File: config.mk
export PLATFORM = sky130hd
export DESIGN_NAME = program_loader
export DESIGN_NICKNAME = d
export VERILOG_FILES = /design/src/rtl/program_loader.sv
export SDC_FILE = /design/constraint.sdc
export NUM_CORES = 1
export LEC_CHECK = 0
export ABC_AREA = 1
export ABC_CLOCK_PERIOD_IN_PS = 3400
export BUFFER_PORTS_ARGS = -buffer_cell sky130_fd_sc_hd__buf_2
export CAP_MARGIN = 20
export CORE_MARGIN = 2
export CORE_UTILIZATION = 55
export DETAILED_ROUTE_END_ITERATION = 10
export HOLD_SLACK_MARGIN = 0.15
export MAX_ROUTING_LAYER = met4
export PLACE_DENSITY = 0.78
export SLEW_MARGIN = 15
export SYNTH_ARGS = -nofsm -noshare
export SYNTH_HDL_FRONTEND = slang
export SYNTH_SLANG_ARGS = --single-unit
File: constraint.sdc
create_clock -name clk -period 3.4 [get_ports clk]
set_input_delay 0 -clock clk [delete_from_list [all_inputs] [get_ports clk]]
set_output_delay 0 -clock clk [all_outputs]
set_load 0.01 [all_outputs]
File: src/rtl/program_loader.sv
// Program loader: parses an ASCII source stream into 4-bit opcodes, writes them to
// program memory, appends a stop opcode and releases the execution controller.
module program_loader #(
    parameter int ADDR_W  = 8,
    parameter int DEPTH_W = 8
) (
    input  logic              clk,
    input  logic              reset,
    input  logic              start,
    input  logic              char_valid,
    input  logic [7:0]        char_data,
    output logic              char_ready,
    output logic              mem_we,
    output logic [ADDR_W-1:0] mem_addr,
    output logic [3:0]        mem_wdata,
    output logic [ADDR_W-1:0] prog_len,
    output logic              done,
    output logic              err,
    output logic [1:0]        err_code,
    output logic              cpu_reset
);

    // state  | meaning
    // IDLE   | out of reset, waiting for start
    // ACCEPT | taking source characters, one per cycle
    // WRITE  | writing the latched command opcode
    // TERM   | terminator seen: write stop or flag unmatched '['
    // DONE   | program loaded, done held until next start
    // ERROR  | load aborted, err/err_code held until next start
    typedef enum logic [2:0] {
        S_IDLE, S_ACCEPT, S_WRITE, S_TERM, S_DONE, S_ERROR
    } state_t;

    localparam logic [3:0]         OP_OPEN   = 4'b0100;
    localparam logic [3:0]         OP_CLOSE  = 4'b0101;
    localparam logic [3:0]         OP_STOP   = 4'b1111;
    localparam logic [ADDR_W-1:0]  PTR_LAST  = '1;
    localparam logic [DEPTH_W-1:0] DEPTH_MAX = '1;

    state_t             state_q, state_d;
    logic [ADDR_W-1:0]  wr_ptr_q, wr_ptr_d;
    logic [DEPTH_W-1:0] depth_q, depth_d;
    logic [3:0]         opcode_q, opcode_d;
    logic [ADDR_W-1:0]  prog_len_q, prog_len_d;
    logic               done_q, done_d;
    logic               err_q, err_d;
    logic [1:0]         err_code_q, err_code_d;
    logic               cpu_reset_q, cpu_reset_d;

    logic       is_cmd, is_term;
    logic [3:0] char_op;

    always_comb begin
        is_cmd  = 1'b1;
        is_term = 1'b0;
        char_op = 4'b0000;
        case (char_data)
            8'h3C: char_op = 4'b0000;
            8'h3E: char_op = 4'b0001;
            8'h2B: char_op = 4'b0010;
            8'h2D: char_op = 4'b0011;
            8'h5B: char_op = 4'b0100;
            8'h5D: char_op = 4'b0101;
            8'h2E: char_op = 4'b0110;
            8'h2C: char_op = 4'b0111;
            8'h00, 8'h21: begin
                is_cmd  = 1'b0;
                is_term = 1'b1;
            end
            default: is_cmd = 1'b0;
        endcase
    end

    always_ff @(posedge clk) begin
        if (reset) begin
            state_q     <= S_IDLE;
            wr_ptr_q    <= '0;
            depth_q     <= '0;
            opcode_q    <= '0;
            prog_len_q  <= '0;
            done_q      <= 1'b0;
            err_q       <= 1'b0;
            err_code_q  <= 2'b00;
            cpu_reset_q <= 1'b0;
        end else begin
            state_q     <= state_d;
            wr_ptr_q    <= wr_ptr_d;
            depth_q     <= depth_d;
            opcode_q    <= opcode_d;
            prog_len_q  <= prog_len_d;
            done_q      <= done_d;
            err_q       <= err_d;
            err_code_q  <= err_code_d;
            cpu_reset_q <= cpu_reset_d;
        end
    end

    always_comb begin
        state_d     = state_q;
        wr_ptr_d    = wr_ptr_q;
        depth_d     = depth_q;
        opcode_d    = opcode_q;
        prog_len_d  = prog_len_q;
        done_d      = done_q;
        err_d       = err_q;
        err_code_d  = err_code_q;
        cpu_reset_d = 1'b0;
        char_ready  = 1'b0;
        mem_we      = 1'b0;
        mem_addr    = '0;
        mem_wdata   = '0;
        case (state_q)
            S_IDLE, S_DONE, S_ERROR: begin
                if (start) begin
                    state_d    = S_ACCEPT;
                    wr_ptr_d   = '0;
                    depth_d    = '0;
                    prog_len_d = '0;
                    done_d     = 1'b0;
                    err_d      = 1'b0;
                    err_code_d = 2'b00;
                end
            end
            S_ACCEPT: begin
                char_ready = 1'b1;
                if (char_valid) begin
                    if (is_term) begin
                        state_d = S_TERM;
                    end else if (is_cmd) begin
                        // The last slot is kept free so the stop opcode always fits.
                        if (char_op == OP_CLOSE && depth_q == '0) begin
                            state_d    = S_ERROR;
                            err_d      = 1'b1;
                            err_code_d = 2'b01;
                        end else if (wr_ptr_q == PTR_LAST) begin
                            state_d    = S_ERROR;
                            err_d      = 1'b1;
                            err_code_d = 2'b10;
                        end else if (char_op == OP_OPEN && depth_q == DEPTH_MAX) begin
                            state_d    = S_ERROR;
                            err_d      = 1'b1;
                            err_code_d = 2'b11;
                        end else begin
                            opcode_d = char_op;
                            state_d  = S_WRITE;
                            if (char_op == OP_OPEN)
                                depth_d = depth_q + DEPTH_W'(1);
                            else if (char_op == OP_CLOSE)
                                depth_d = depth_q - DEPTH_W'(1);
                        end
                    end
                end
            end
            S_WRITE: begin
                mem_we    = 1'b1;
                mem_addr  = wr_ptr_q;
                mem_wdata = opcode_q;
                wr_ptr_d  = wr_ptr_q + ADDR_W'(1);
                state_d   = S_ACCEPT;
            end
            S_TERM: begin
                if (depth_q != '0) begin
                    state_d    = S_ERROR;
                    err_d      = 1'b1;
                    err_code_d = 2'b11;
                end else begin
                    mem_we      = 1'b1;
                    mem_addr    = wr_ptr_q;
                    mem_wdata   = OP_STOP;
                    prog_len_d  = wr_ptr_q;
                    done_d      = 1'b1;
                    cpu_reset_d = 1'b1;
                    state_d     = S_DONE;
                end
            end
            default: state_d = S_IDLE;
        endcase
    end

    assign prog_len  = prog_len_q;
    assign done      = done_q;
    assign err       = err_q;
    assign err_code  = err_code_q;
    assign cpu_reset = cpu_reset_q;

endmodule

==> impl.org <==
** STA
- Setup repair after global routing left no endpoint under its margin.
- The worst path uses 57.64% of the clock period.
- For the pin with the worst max-slew slack, the measured transition is 0.6060 ns.
- Hold Slack :: 0.3082 ns
- The worst pin sits at a relative slew slack of 59.60%.
- The final-report max-slew violation count is 0.
- Final number of setup-violating endpoints :: 0
- Timing-limited maximum frequency :: 510.3 MHz
- Worst Skew :: 0.009701 ns
- The final hold violation count is 0.
- Counting I/O delays and the setup requirement, the final critical path takes 1.960 ns.
- Setup total negative slack :: 0 ns

** Synth
- Avg Synthesized Cell Area :: 6.206 um^2
- Flop and latch count out of synthesis :: 35
- Of the synthesized area, sequential elements account for 30.11%.
- Compound-Gate Fraction of Synth Area :: 13.06%
- Yosys Warn Count :: 0
- Synthesis produced 375 cells.
- The synthesized netlist occupies a cell area of 2327 um^2.
- Of the post-synthesis cell area, the part taken by muxes is 0%.
- After synthesis, the largest family of logic cells by area is simple AND/OR/NAND/NOR gates.
- Of the total synthesized cell area, the portion taken by AND, OR, NAND and NOR gates is 41.94%.
- Number of unique standard cell types used by synthesis :: 30
- Number of enable flip-flop cells after synthesis :: 0
- After synthesis, the share of flip-flops with an asynchronous set or reset is 0%.
- The synthesized netlist devotes 4.624% of its cell area to adder and majority cells.
- After Yosys synthesis, XOR and XNOR cells account for 1.129% of the synthesized area.
- The most used flip-flop cell after synthesis is sky130_fd_sc_hd__dfxtp_1.
- Mapped Nets :: 395

** Clock network
- Buffers inserted to repair hold after CTS numbered 3.
- Level count of the clock H-tree :: 2
- Number of buffers added for setup after CTS :: 0
- Clk_lat worst skew :: 0.29 ns
- Clock-pin transition on the worst setup and hold timing paths :: 0.08 ns
- Counting the buffers created by CTS gives 5.
- The clock passes through at most 2 buffers.
- The number of gates resized after CTS was 0.
- TritonCTS built the clock tree.
- The tree is rooted in a sky130_fd_sc_hd__clkbuf_8.
- Clock net sink count :: 35

** Floorplan
- The total area inside the core boundary comes to 4029 um^2.
- 39 I/O pins were placed.
- Horizontal die dimension :: 69.05 um
- Standard-cell rows :: 23
- Height of the die :: 69.05 um
- Die area :: 4768 um^2
- The initial utilization of the core area, before any placement, comes to 57.76%.

** Setup path
- Arrival time worst endpoint :: 2.14 ns
- Among all stages on the critical path, the largest delay is contributed by sky130_fd_sc_hd__ha_1.
- Of all nets on the critical path, the largest fanout is 6.
- The worst setup path is launched from an input pin.
- At the worst endpoint, the required time is 3.58 ns.
- Largest incremental delay on the critical path :: 0.36 ns
- Traced cell by cell, the critical path runs through buf_2, inv_1, nand2_1, nor2_1, nand2_1, nand2_2, inv_2, nor2_1, inv_1, ha_1, a21oi_1, o21ai_0, a21o_1, nor2_1, nor2_1, a21oi_1, nor2_1.
- The critical path is of the in -> reg type.
- Kind of capture point of the worst setup path :: register
- Most used cell, CP :: sky130_fd_sc_hd__nor2_1

** Finish
- For this run, the post-layout net count is 437.
- Final design instance area without fill :: 2686 um^2
- 0 antenna diodes ended up in the layout.
- Growth of design area from synthesis to finish :: 15.43%
- The post-route netlist has 16.03% of its cells at a drive strength greater than 1.

** Power
- Power Density :: 639.5 nW/um^2
- Leak :: 1.303 nW
- The worst-case IR drop observed on VDD is 0.4645 mV.

** Detailed routing
- First DRT Iteration DRCs :: 206
- Detailed routing inserted a total of 2451 vias.
- Average vias per placed instance :: 5.237
- In the final routed layout, each cell accounts on average for 11.99 um.
- Summed over all layers, the routed wires come to 5.609 mm.
- Once detail routing completed, the nets flagged for antenna violations numbered 0.
- For this run, the detailed router's first-pass iteration total came to 6.
- Residual DRC count :: 0

** Global routing
- For this run, the total global-route usage over all layers was measured as 25.54%.
- Entering global routing, the biggest net connects 17 pins.
- Vias in the first global route :: 2191
- Overflow after GRT :: 0
- Wire length of the first global-routing pass :: 9.908 mm
- Antenna violations before repair :: 0

** Flow run
- Max Cap Viol :: 0

** Status
- The flow ran to the end, and the final reports show no timing, DRC or antenna violations.

** Place
- Post-DP HPWL :: 4.248 mm
- Weighted congestion reported at the end of routability-driven placement :: 0.8941
- Summing all placed instances gives a cell area of 2544 um^2.
- Port Buf Inserts :: 38

** Min path
- Kind of path behind the tightest hold check :: in -> reg
==> cell usage after synthesis (2+ instances only) <==
master,instances,area share [%]
sky130_fd_sc_hd__nor2_1,66,11
sky130_fd_sc_hd__a31oi_1,2,0.54
sky130_fd_sc_hd__nor2_2,4,1.1
sky130_fd_sc_hd__ha_1,7,3.8
sky130_fd_sc_hd__xnor2_1,2,0.75
sky130_fd_sc_hd__nand4_1,11,3.0
sky130_fd_sc_hd__a21oi_1,18,3.9
sky130_fd_sc_hd__nand2_2,6,1.6
sky130_fd_sc_hd__inv_1,44,7.1
sky130_fd_sc_hd__clkbuf_1,2,0.32
sky130_fd_sc_hd__nand2_1,100,16
sky130_fd_sc_hd__nor2_4,4,1.9
sky130_fd_sc_hd__a21o_1,2,0.64
sky130_fd_sc_hd__a221oi_1,4,1.5
sky130_fd_sc_hd__inv_2,3,0.48
sky130_fd_sc_hd__nor3_1,5,1.1
sky130_fd_sc_hd__a211oi_1,2,0.64
sky130_fd_sc_hd__nand3_1,26,5.6
sky130_fd_sc_hd__dfxtp_1,35,30
sky130_fd_sc_hd__o21ai_0,21,4.5
sky130_fd_sc_hd__buf_2,2,0.43
==> layout make-up <==
type                            instances  area, um^2
Clock buffer                            5       68.82
Clock inverter                          3       43.79
Fill cell                             386        1343
Inverter                               47       176.4
Multi-Input combinational cell        287        1414
Sequential cell                        35       700.7
Tap cell                               50       62.56
Timing Repair Buffer                   41       220.2
==> critical path: cells and delay by family <==
kind	cells	cell delay, ns
adders and majority gates	1	0.36
AOI/OAI and AO/OA	4	0.61
buffers and inverters	4	0.42
and+or+nand+nor	8	0.74
==> path summary, 6_finish.rpt <==
check	from	endpoint	slack (ns)	depth (start not counted)
hold / removal	char_data[7]	err_code[1]	0.31	7
setup / recovery	char_data[1]	depth_q[7]	1.44	17
hold reg to reg	err	err	0.47	2
setup reg to reg	wr_ptr_q[1]	depth_q[7]	1.55	10
==> cell families (layout without fill, tap and decap cells) <==
family,after synthesis,in the layout
flip-flops,35,35
buffers and inverters,53,96
adder cells (fa/ha/maj),8,8
XOR/XNOR,3,3
AO/OA/AOI/OAI,52,52
AND/OR/NAND/NOR,224,224
==> layout by cell type, fill, tap and decap left out <==
cell / instances
sky130_fd_sc_hd__dlygate4sd3_1: 3
sky130_fd_sc_hd__buf_2: 38
sky130_fd_sc_hd__a211oi_1: 2
sky130_fd_sc_hd__nand2_1: 100
sky130_fd_sc_hd__clkinv_4: 1
sky130_fd_sc_hd__inv_2: 3
sky130_fd_sc_hd__nand2_2: 6
sky130_fd_sc_hd__fa_1: 1
sky130_fd_sc_hd__nor2_4: 4
sky130_fd_sc_hd__o21ai_4: 1
sky130_fd_sc_hd__clkinv_2: 1
sky130_fd_sc_hd__nand3_2: 1
sky130_fd_sc_hd__a221oi_1: 4
sky130_fd_sc_hd__nor2_1: 66
sky130_fd_sc_hd__o21ai_2: 1
sky130_fd_sc_hd__nor2_2: 4
sky130_fd_sc_hd__o22ai_1: 1
sky130_fd_sc_hd__inv_1: 44
sky130_fd_sc_hd__a21oi_1: 18
sky130_fd_sc_hd__ha_1: 7
sky130_fd_sc_hd__bufinv_16: 1
sky130_fd_sc_hd__dfxtp_1: 35
sky130_fd_sc_hd__o21ai_0: 21
sky130_fd_sc_hd__nand2_4: 1
sky130_fd_sc_hd__xor2_1: 1
sky130_fd_sc_hd__a31oi_1: 2
sky130_fd_sc_hd__nand3_1: 26
sky130_fd_sc_hd__nand4_1: 11
sky130_fd_sc_hd__nor3_1: 5
sky130_fd_sc_hd__xnor2_1: 2
sky130_fd_sc_hd__clkbuf_8: 5
sky130_fd_sc_hd__a21o_1: 2
==> report_power, final <==
group | total, mW | internal [mW] | switching (mW)
Combinational | 0.820 | 0.286 | 0.534
Clock | 0.378 | 0.218 | 0.160
Sequential | 0.520 | 0.467 | 0.0527
Total | 1.72 | 0.971 | 0.747
==> per-layer routing <==
layer	routed length (um)	global-route usage (%)	vias to the layer above
met1	2713	34.12	1095
met5	0	-	-
met4	72	6.100	0
met2	2582	40.38	53
li1	-	-	1297
met3	240	4.386	6
==> flip-flops by register name, indices dropped and copies added (netlist names) <==
signal	cells
state_q	3
depth_q	8
opcode_q	3
err	1
wr_ptr_q	8
done	1
prog_len	8
cpu_reset	1
err_code	2
==> per-stage QoR <==
step | power [mW] | worst slack, ns | util (%) | cells
CTS | 1.719 | 1.482 | 66.68 | 468
detailed placement | 1.335 | 1.184 | 63.14 | 457
floorplan | 1.175 | 1.585 | - | 375
global route | 1.873 | 1.069 | 66.68 | 468
finish | 1.718 | 1.440 | 66.68 | 468
global placement | 1.326 | 1.246 | 63.14 | 457
Power figures use the tool's default switching activity.
